File: config.mk
export PLATFORM = sky130hd
export DESIGN_NAME = bitwise_logic_pipe
export DESIGN_NICKNAME = d
export VERILOG_FILES = /design/src/rtl/bitwise_logic_pkg.sv /design/src/rtl/bitwise_logic_core.sv /design/src/rtl/bitwise_logic_pipe.sv
export SDC_FILE = /design/constraint.sdc
export NUM_CORES = 1
export LEC_CHECK = 0
export ABC_CLOCK_PERIOD_IN_PS = 4300
export CAP_MARGIN = 25
export CELL_PAD_IN_SITES_DETAIL_PLACEMENT = 0
export CELL_PAD_IN_SITES_GLOBAL_PLACEMENT = 1
export CORE_MARGIN = 5
export CORE_UTILIZATION = 41
export DETAILED_ROUTE_END_ITERATION = 10
export MAX_ROUTING_LAYER = met4
export PLACE_DENSITY = 0.83
export REMOVE_ABC_BUFFERS = 1
export SLEW_MARGIN = 20
export SYNTH_ARGS = -nofsm -noshare
export SYNTH_HDL_FRONTEND = slang
export SYNTH_SLANG_ARGS = --single-unit
File: constraint.sdc
create_clock -name clk -period 4.3 [get_ports clk]
set_clock_uncertainty 0.05 [all_clocks]
set_input_delay 0.86 -clock clk [delete_from_list [all_inputs] [get_ports clk]]
set_output_delay 0.86 -clock clk [all_outputs]
set_load 0.01 [all_outputs]
File: src/rtl/bitwise_logic_pkg.sv
// Shared types and helpers for the pipelined bitwise logic unit.
// The optional match counter (BITWISE_LOGIC_MATCH_CNT_EN) uses MATCH_CNT_W.
package bitwise_logic_pkg;

    localparam int MATCH_CNT_W = 16;

    typedef enum logic [2:0] {
        OP_AND   = 3'b000,
        OP_OR    = 3'b001,
        OP_XOR   = 3'b010,
        OP_XNOR  = 3'b011,
        OP_NAND  = 3'b100,
        OP_NOR   = 3'b101,
        OP_NOT_A = 3'b110,
        OP_PASS  = 3'b111
    } op_e;

    function automatic int unsigned popcount(input logic [63:0] v);
        int unsigned n;
        n = 0;
        for (int i = 0; i < 64; i++) begin
            if (v[i]) n++;
        end
        return n;
    endfunction

endpackage

File: src/rtl/bitwise_logic_core.sv
// Purely combinational opcode decode: bitwise result y and per-bit match mask m.
module bitwise_logic_core
    import bitwise_logic_pkg::*;
#(
    parameter int WIDTH = 8
) (
    input  logic [WIDTH-1:0] a,
    input  logic [WIDTH-1:0] b,
    input  op_e              op,
    output logic [WIDTH-1:0] y,
    output logic [WIDTH-1:0] m
);

    always_comb begin
        m = ~(a ^ b);
        y = a;
        unique case (op)
            OP_AND:   y = a & b;
            OP_OR:    y = a | b;
            OP_XOR:   y = a ^ b;
            OP_XNOR:  y = ~(a ^ b);
            OP_NAND:  y = ~(a & b);
            OP_NOR:   y = ~(a | b);
            OP_NOT_A: y = ~a;
            OP_PASS:  y = a;
            default:  y = a;
        endcase
    end

endmodule

File: src/rtl/bitwise_logic_pipe.sv
// Two-stage valid/ready bitwise logic unit with equality flag and matching-bit count.
// Define BITWISE_LOGIC_MATCH_CNT_EN to add the saturating match_cnt counter and cnt_clr.
module bitwise_logic_pipe
    import bitwise_logic_pkg::*;
#(
    parameter int WIDTH = 8,
    parameter int SIM_W = $clog2(WIDTH + 1)
) (
    input  logic                   clk,
    input  logic                   rst_n,
    input  logic                   in_valid,
    output logic                   in_ready,
    input  logic [WIDTH-1:0]       a,
    input  logic [WIDTH-1:0]       b,
    input  logic [2:0]             op,
    output logic                   out_valid,
    input  logic                   out_ready,
`ifdef BITWISE_LOGIC_MATCH_CNT_EN
    input  logic                   cnt_clr,
    output logic [MATCH_CNT_W-1:0] match_cnt,
`endif
    output logic [WIDTH-1:0]       y,
    output logic                   eq,
    output logic [SIM_W-1:0]       sim
);

    logic             v1_q, v1_d;
    logic [WIDTH-1:0] y1_q, y1_d;
    logic [WIDTH-1:0] m1_q, m1_d;
    logic             v2_q, v2_d;
    logic [WIDTH-1:0] y2_q, y2_d;
    logic             eq2_q, eq2_d;
    logic [SIM_W-1:0] sim2_q, sim2_d;
    logic [WIDTH-1:0] core_y, core_m;
    logic             ready2;
    logic             in_xfer;

    bitwise_logic_core #(.WIDTH(WIDTH)) u_core (
        .a  (a),
        .b  (b),
        .op (op_e'(op)),
        .y  (core_y),
        .m  (core_m)
    );

    // Readiness ripples backwards from the consumer so a full pipe still streams.
    assign ready2   = !v2_q || out_ready;
    assign in_ready = !v1_q || ready2;
    assign in_xfer  = in_valid && in_ready;

    always_comb begin
        v1_d   = v1_q;
        y1_d   = y1_q;
        m1_d   = m1_q;
        v2_d   = v2_q;
        y2_d   = y2_q;
        eq2_d  = eq2_q;
        sim2_d = sim2_q;
        if (in_xfer) begin
            v1_d = 1'b1;
            y1_d = core_y;
            m1_d = core_m;
        end else if (ready2) begin
            v1_d = 1'b0;
        end
        if (ready2) begin
            v2_d = v1_q;
            if (v1_q) begin
                y2_d   = y1_q;
                eq2_d  = &m1_q;
                sim2_d = SIM_W'(popcount(64'(m1_q)));
            end
        end
    end

    always_ff @(posedge clk or negedge rst_n) begin
        if (!rst_n) begin
            v1_q   <= 1'b0;
            y1_q   <= '0;
            m1_q   <= '0;
            v2_q   <= 1'b0;
            y2_q   <= '0;
            eq2_q  <= 1'b0;
            sim2_q <= '0;
        end else begin
            v1_q   <= v1_d;
            y1_q   <= y1_d;
            m1_q   <= m1_d;
            v2_q   <= v2_d;
            y2_q   <= y2_d;
            eq2_q  <= eq2_d;
            sim2_q <= sim2_d;
        end
    end

    assign out_valid = v2_q;
    assign y         = y2_q;
    assign eq        = eq2_q;
    assign sim       = sim2_q;

`ifdef BITWISE_LOGIC_MATCH_CNT_EN
    logic [MATCH_CNT_W-1:0] match_cnt_q, match_cnt_d;
    logic                   out_xfer;

    assign out_xfer = v2_q && out_ready;

    // Clear wins over a coincident count; the count sticks at all-ones.
    always_comb begin
        match_cnt_d = match_cnt_q;
        if (cnt_clr) begin
            match_cnt_d = '0;
        end else if (out_xfer && eq2_q && (match_cnt_q != '1)) begin
            match_cnt_d = match_cnt_q + 1'b1;
        end
    end

    always_ff @(posedge clk or negedge rst_n) begin
        if (!rst_n) begin
            match_cnt_q <= '0;
        end else begin
            match_cnt_q <= match_cnt_d;
        end
    end

    assign match_cnt = match_cnt_q;
`else
    // Counter not built: outputs come straight from stage 2 only.
`endif

endmodule

Word-level counts from Yosys, hierarchy flattened

Index checks and enable logic that the tools add are counted.
W data, S select, Z words.

Register bits: 31
Bits in latches: 0
Bits in writable memories: 0
Memory bits (read-only): 0
Bits of input ports: 23
Output and inout port bits: 15
Word-level logic and storage cells: 62
Memories kept: 0

Add/subtract/negate cells: 7
Multipliers: 0
Div/mod/pow operators: 0
$lt $le $gt $ge: 0
Equality and inequality tests: 7
Shifts and indexed selects: 0
Multiplexer cells: 25
Bitwise operators: 7
Reductions and logical operators: 9

Operators with widths:

| kind                  | count |
|---|---|
| $mux W4               | 21 |
| $pmux W8 S8           | 1 |
| $not A8 Y8            | 4 |
| $add A4 B1 Y4 const B | 7 |
| $eq A3 B3 Y1 const B  | 4 |
| $and A8 B8 Y8         | 1 |
| $or A8 B8 Y8          | 1 |
| $reduce_and A8 Y1     | 1 |
| $xor A8 B8 Y8         | 1 |
| $eq A3 B2 Y1 const B  | 2 |
| $eq A3 B1 Y1 const B  | 1 |
| $logic_not A3 Y1      | 1 |
| $mux W1               | 3 |
| $logic_not A1 Y1      | 2 |
| $logic_or A1 B1 Y1    | 2 |
| $reduce_and A2 Y1     | 1 |
| $reduce_bool A2 Y1    | 1 |
| $logic_and A1 B1 Y1   | 1 |

Longest topological paths before layout

Depth in word-level cells: 29
Gate-level depth with buffers: 18

Hierarchy

From an unflattened synthesis, not the netlist that was laid out.

Cells, all modules: 324
Area, all modules: 2906.5 um^2

By module, submodules not included:

| module             | instances | cells an instance | area each (um^2) | sequential area each (um^2) |
|---|---|---|---|---|
| bitwise_logic_pipe | 1         | 191               | 1975.6           | 775.7 |
| bitwise_logic_core | 1         | 133               | 930.9            | 0.0 |

Worst setup path after synthesis

OpenSTA, ideal clock, no wires.

Path kind: reg2reg
Start point: register m1_q[0]
End point: register sim2_q[3], in the netlist sim[3]
Library setup time: 0.132 ns
Arrival time: 3.543 ns
Setup slack: 0.575 ns
Stages on the path, launching flop included: 19
Path buffers: 1
Path through: dfrtp_1 > inv_1 > ha_1 > buf_2 > xnor2_1 > mux2_2 > ha_1 > nor2_1 > a311oi_1 > xor2_1 > a21oi_1 > ha_1 > nand2_1 > xnor2_1 > xnor2_1 > xnor2_1 > o2111ai_1 > xor3_1 > o21ai_1

Word-level cells in the longest chain between the ends: 29

RTL lines:

| element                | RTL line                 | text |
|---|---|---|
| start, declared        | bitwise_logic_pipe.sv:29 | `logic [WIDTH-1:0] m1_q, m1_d;` |
| start signal, assigned | bitwise_logic_pipe.sv:88 | `m1_q <= m1_d;` |
| $mux W1 *              | bitwise_logic_pkg.sv:22  | `if (v[i]) n++;` |
| $mux W4 *              | bitwise_logic_pipe.sv:68 | `if (v1_q) begin` |
| $mux W4 *              | bitwise_logic_pipe.sv:66 | `if (ready2) begin` |
| $add A4 B1 Y4          | bitwise_logic_pkg.sv:22  |  |
| $mux W4 *              | bitwise_logic_pkg.sv:22  |  |
| $mux W4 *              | bitwise_logic_pipe.sv:68 |  |
| $mux W4 *              | bitwise_logic_pipe.sv:66 |  |
| $add A4 B1 Y4          | bitwise_logic_pkg.sv:22  |  |
| (+13 left out)         | --                       |  |
| $mux W4 *              | bitwise_logic_pipe.sv:68 |  |
| $mux W4 *              | bitwise_logic_pipe.sv:66 |  |
| $add A4 B1 Y4          | bitwise_logic_pkg.sv:22  |  |
| $mux W4 *              | bitwise_logic_pkg.sv:22  |  |
| $mux W4 *              | bitwise_logic_pipe.sv:68 |  |
| $mux W4 *              | bitwise_logic_pipe.sv:66 |  |
| $add A4 B1 Y4          | bitwise_logic_pkg.sv:22  |  |
| $mux W4 *              | bitwise_logic_pkg.sv:22  |  |
| end signal, assigned   | bitwise_logic_pipe.sv:92 | `sim2_q <= sim2_d;` |
| end, declared          | bitwise_logic_pipe.sv:33 | `logic [SIM_W-1:0] sim2_q, sim2_d;` |

Every way passes the cells marked *; elsewhere a longest branch is shown, timed or not. The select of a mux whose other input is x is not followed.
A chain may end at the register's enable or synchronous reset.

Final worst setup path

Start point: register m1_q[1]
End point: register sim2_q[3], in the netlist sim[3]

Word-level cells in the longest chain between the ends: 25

RTL lines:

| element       | RTL line |
|---|---|
| $mux W4 *     | bitwise_logic_pkg.sv:22 |
| $mux W4 *     | bitwise_logic_pipe.sv:68 |
| $mux W4 *     | bitwise_logic_pipe.sv:66 |
| $add A4 B1 Y4 | bitwise_logic_pkg.sv:22 |
| $mux W4 *     | bitwise_logic_pkg.sv:22 |
| $mux W4 *     | bitwise_logic_pipe.sv:68 |
| $mux W4 *     | bitwise_logic_pipe.sv:66 |
| $add A4 B1 Y4 | bitwise_logic_pkg.sv:22 |
| (+9 left out) | -- |
| $mux W4 *     | bitwise_logic_pipe.sv:68 |
| $mux W4 *     | bitwise_logic_pipe.sv:66 |
| $add A4 B1 Y4 | bitwise_logic_pkg.sv:22 |
| $mux W4 *     | bitwise_logic_pkg.sv:22 |
| $mux W4 *     | bitwise_logic_pipe.sv:68 |
| $mux W4 *     | bitwise_logic_pipe.sv:66 |
| $add A4 B1 Y4 | bitwise_logic_pkg.sv:22 |
| $mux W4 *     | bitwise_logic_pkg.sv:22 |

Marks and branches as above.

==> impl_metrics.json <==
{
  "diodes": 0,
  "power_leakage_nw": 1.33,
  "dp_hpwl_um": 3540,
  "fill_cells": 578,
  "worstPathRequired_ns": 4.39,
  "via_per_inst": 4.85,
  "wl_um": 4680,
  "hold_buffers": 0,
  "cts_buffer_depth": 2,
  "max_freq_mhz": 257,
  "critPathCaptureType": "register",
  "cts_max_level": 2,
  "powerDensity_mw_per_mm2": 426,
  "hold_start": "sim[1]$_DFFE_PN0P_",
  "finalSetupViolCount": 0,
  "period_share_pct": 90.5,
  "r2r_slack_ns": 0.41,
  "vdd_drop_max_mv": 0.247,
  "hold_viol_final": 0,
  "post_synth_mux_area_share_pct": 9.57,
  "ctsResizeCount": 0,
  "crit_chain": "inv_1 > ha_2 > xor2_2 > ha_1 > nor2b_1 > o21ai_0 > and2_1 > o221a_2 > a21oi_1 > ha_1 > nand2_1 > xnor2_1 > xnor2_1 > xnor2_1 > o2111ai_1 > xor3_1 > o21ai_1",
  "hp-class": "register to register",
  "synthAdderAreaFrac_pct": 12.3,
  "globalplace.congestion": 0.760,
  "std_cell_rows": 28,
  "regArea_sq_um": 776,
  "io_pins": 38,
  "drive_above_1_share_pct": 8.31,
  "cts_tree": "built",
  "maxCapViolCount": 0,
  "cts_setup_buffers": 0,
  "synthSimpleGateAreaFrac_pct": 13.9,
  "period_needed_ns": 3.89,
  "rsz0062_at_grt": "no",
  "grt_pass1_wl_um": 8270,
  "nets": 359,
  "start_util_pct": 41.8,
  "grt-ovfl-total": 0,
  "clk_pin_slew_ns": 0.07,
  "async_flop_share_pct": 100,
  "die_area_sq_mm": 0.00761,
  "fin_setup_tns_ns": 0,
  "grt_usage_pct": 14.2,
  "worstHoldEndpoint": "sim[1]$_DFFE_PN0P_",
  "power_mw": 1.26,
  "first_iter_violations": 84,
  "synth_compound_area_share_pct": 13.4,
  "crit_arrival_ns": 3.98,
  "cp_max_fo": 11,
  "setup_ws_ns": 0.410,
  "cts_buffers": 5,
  "synth_top_family_by_area": "simple AND/OR/NAND/NOR gates",
  "firstDrtPassIters": 4,
  "syn_inst": 282,
  "avgSynthCellArea_sq_um": 8.67,
  "clock_latency_ns": 0.28,
  "num_vias": 1880,
  "synthFlopType": "dfrtp_1",
  "dieWidth_um": 87.2,
  "synth-edff-count": 0,
  "cts_root_buffer": "clkbuf_8",
  "worst_pin_slew_ns": 1.00,
  "crit_slowest_cell": "ha_2",
  "die_h_um": 87.2,
  "pre_cts_ws_ns": 0.307,
  "cp-start-kind": "register",
  "cts_sinks": 31,
  "worst_hold_path.num_cells": 2,
  "ant_nets": 0,
  "reg2reg_from": "m1_q[1]$_DFFE_PN0P_",
  "synth.distinct_cells": 40,
  "reg2reg_depth": 17,
  "slew_viol_final": 0,
  "grt_pass1_vias": 1805,
  "drc": 0,
  "cp_common_cell": "xnor2_1",
  "syn_area_sq_mm": 0.00244,
  "grt_max_degree": 33,
  "port_buffers": 37,
  "worstSetupPathType": "register to register",
  "area_growth_pct": 20.8,
  "reg2reg_to": "sim[3]$_DFFE_PN0P_",
  "multi_input_area_sq_mm": 0.00150,
  "status": "complete, no violations",
  "yosys.area_share.xor_xnor_pct": 11.9,
  "seq_area_frac_synth_pct": 31.7,
  "ys_ff_latch": 31,
  "core_sq_mm": 0.00585,
  "antenna_found_initial": 0,
  "routedWlPerCell_um": 12.1,
  "slew_headroom_pct": 32.8,
  "max_stage_delay_ns": 0.45,
  "yosys_warnings": 0
}
cell usage after synthesis, types with 2 or more instances:
library cell  instances  area [sq um]
mux2_2                9           101
nor2_1               14          52.6
o21ai_0              30           150
nand2b_1              7          43.8
clkbuf_1             11          41.3
buf_1                 4          15.0
xor2_1                5          43.8
buf_2                 2          10.0
o31ai_1               3          22.5
a21oi_1              11          55.1
nand2_1              38           143
mux2i_1              11           110
dfrtp_1              31           776
nand3_1               4          20.0
a311oi_1              2          17.5
xor2_2                2          32.5
xnor2_1              20           175
ha_1                 24           300
inv_1                29           109
nor2b_1               4          25.0
and2_1                2          12.5
state kept, by name, indices dropped and copies added (netlist names):
signal / flops
eq: 1
m1_q: 8
sim: 4
y1_q: 8
v1_q: 1
y: 8
out_valid: 1
power breakdown:
| part | internal [mW] | leakage (nW) | switching [mW] |
|---|---|---|---|
| Clock | 0.113 | 0.0412 | 0.114 |
| Sequential | 0.358 | 0.380 | 0.0604 |
| Combinational | 0.327 | 0.905 | 0.287 |
worst max-delay path, delay by kind of cell, from the launching register on:
family	cells	cell delay [ns]
AOI/OAI and AO/OA	5	0.73
adders and majority gates	3	0.93
buffers and inverters	1	0.07
DFF	1	0.38
and+or+nand+nor	3	0.41
xor gates and xnor gates	5	1.19
worst max path at each step:
stage	slack (ns)	endpoint	from
finish	0.41	sim[3]$_DFFE_PN0P_	m1_q[1]$_DFFE_PN0P_
global route	0.04	sim[3]$_DFFE_PN0P_	m1_q[0]$_DFFE_PN0P_
CTS	0.30	sim[3]$_DFFE_PN0P_	m1_q[0]$_DFFE_PN0P_
global placement	0.45	sim[3]$_DFFE_PN0P_	m1_q[0]$_DFFE_PN0P_
floorplan	0.56	sim[3]$_DFFE_PN0P_	m1_q[0]$_DFFE_PN0P_
detailed placement	0.31	sim[3]$_DFFE_PN0P_	m1_q[0]$_DFFE_PN0P_
cell families (layout without fill, tap and decap cells):
logic type / after synthesis / after routing
and+or+nand+nor: 75 / 75
AOI/OAI and AO/OA: 56 / 56
buffers and inverters: 46 / 77
DFF: 31 / 31
xor gates and xnor gates: 29 / 29
adders and majority gates: 24 / 24
muxes: 21 / 21
layer usage:
layer	global-route usage (%)	wire [um]	share of wire (%)	vias up
met1	16.9	2140	46	860
met4	4.60	76	1.6	0
met2	24.4	2290	49	26
met5	-	0	0	-
li1	-	-	-	989
met3	2.27	175	3.7	5
cell usage in the layout (no fill, tap or decap), drive strengths merged, types with 2 or more instances in the layout:
master and n:
nand2 38, clkdlybuf4s50 37, dfrtp 31, o21ai 31, inv 29, ha 24
xnor2 21, nor2 14, mux2i 11, a21oi 11, mux2 9, nand2b 7
xor2 7, clkbuf 6, nor2b 4, nand3 4, o31ai 3, buf 3
a311oi 2, and2 2
through the flow:
step / std cells / hold WS (ns) / instance area [sq um] / utilization (%)
2_1_floorplan: 265 / 0.396 / 2380 / -
3_3_place_gp: 380 / 0.408 / 2870 / 49.0
5_1_grt: 388 / 0.446 / 2950 / 50.5
3_5_place_dp: 380 / 0.417 / 2870 / 49.0
4_1_cts: 388 / 0.433 / 2950 / 50.4
6_report: 388 / 0.426 / 2950 / 50.5
layout make-up:
| cell class | instances | share of cell area, % |
|---|---|---|
| multi-input cells | 205 | 50.7 |
| clock inverters | 2 | 0.424 |
| clock buffers | 6 | 2.46 |
| repair buffers | 40 | 13.3 |
| inverters | 29 | 3.69 |
| flip-flops and latches | 31 | 26.3 |
| well taps | 75 | 3.18 |
No activity file was read; power rests on OpenSTA's default activity.
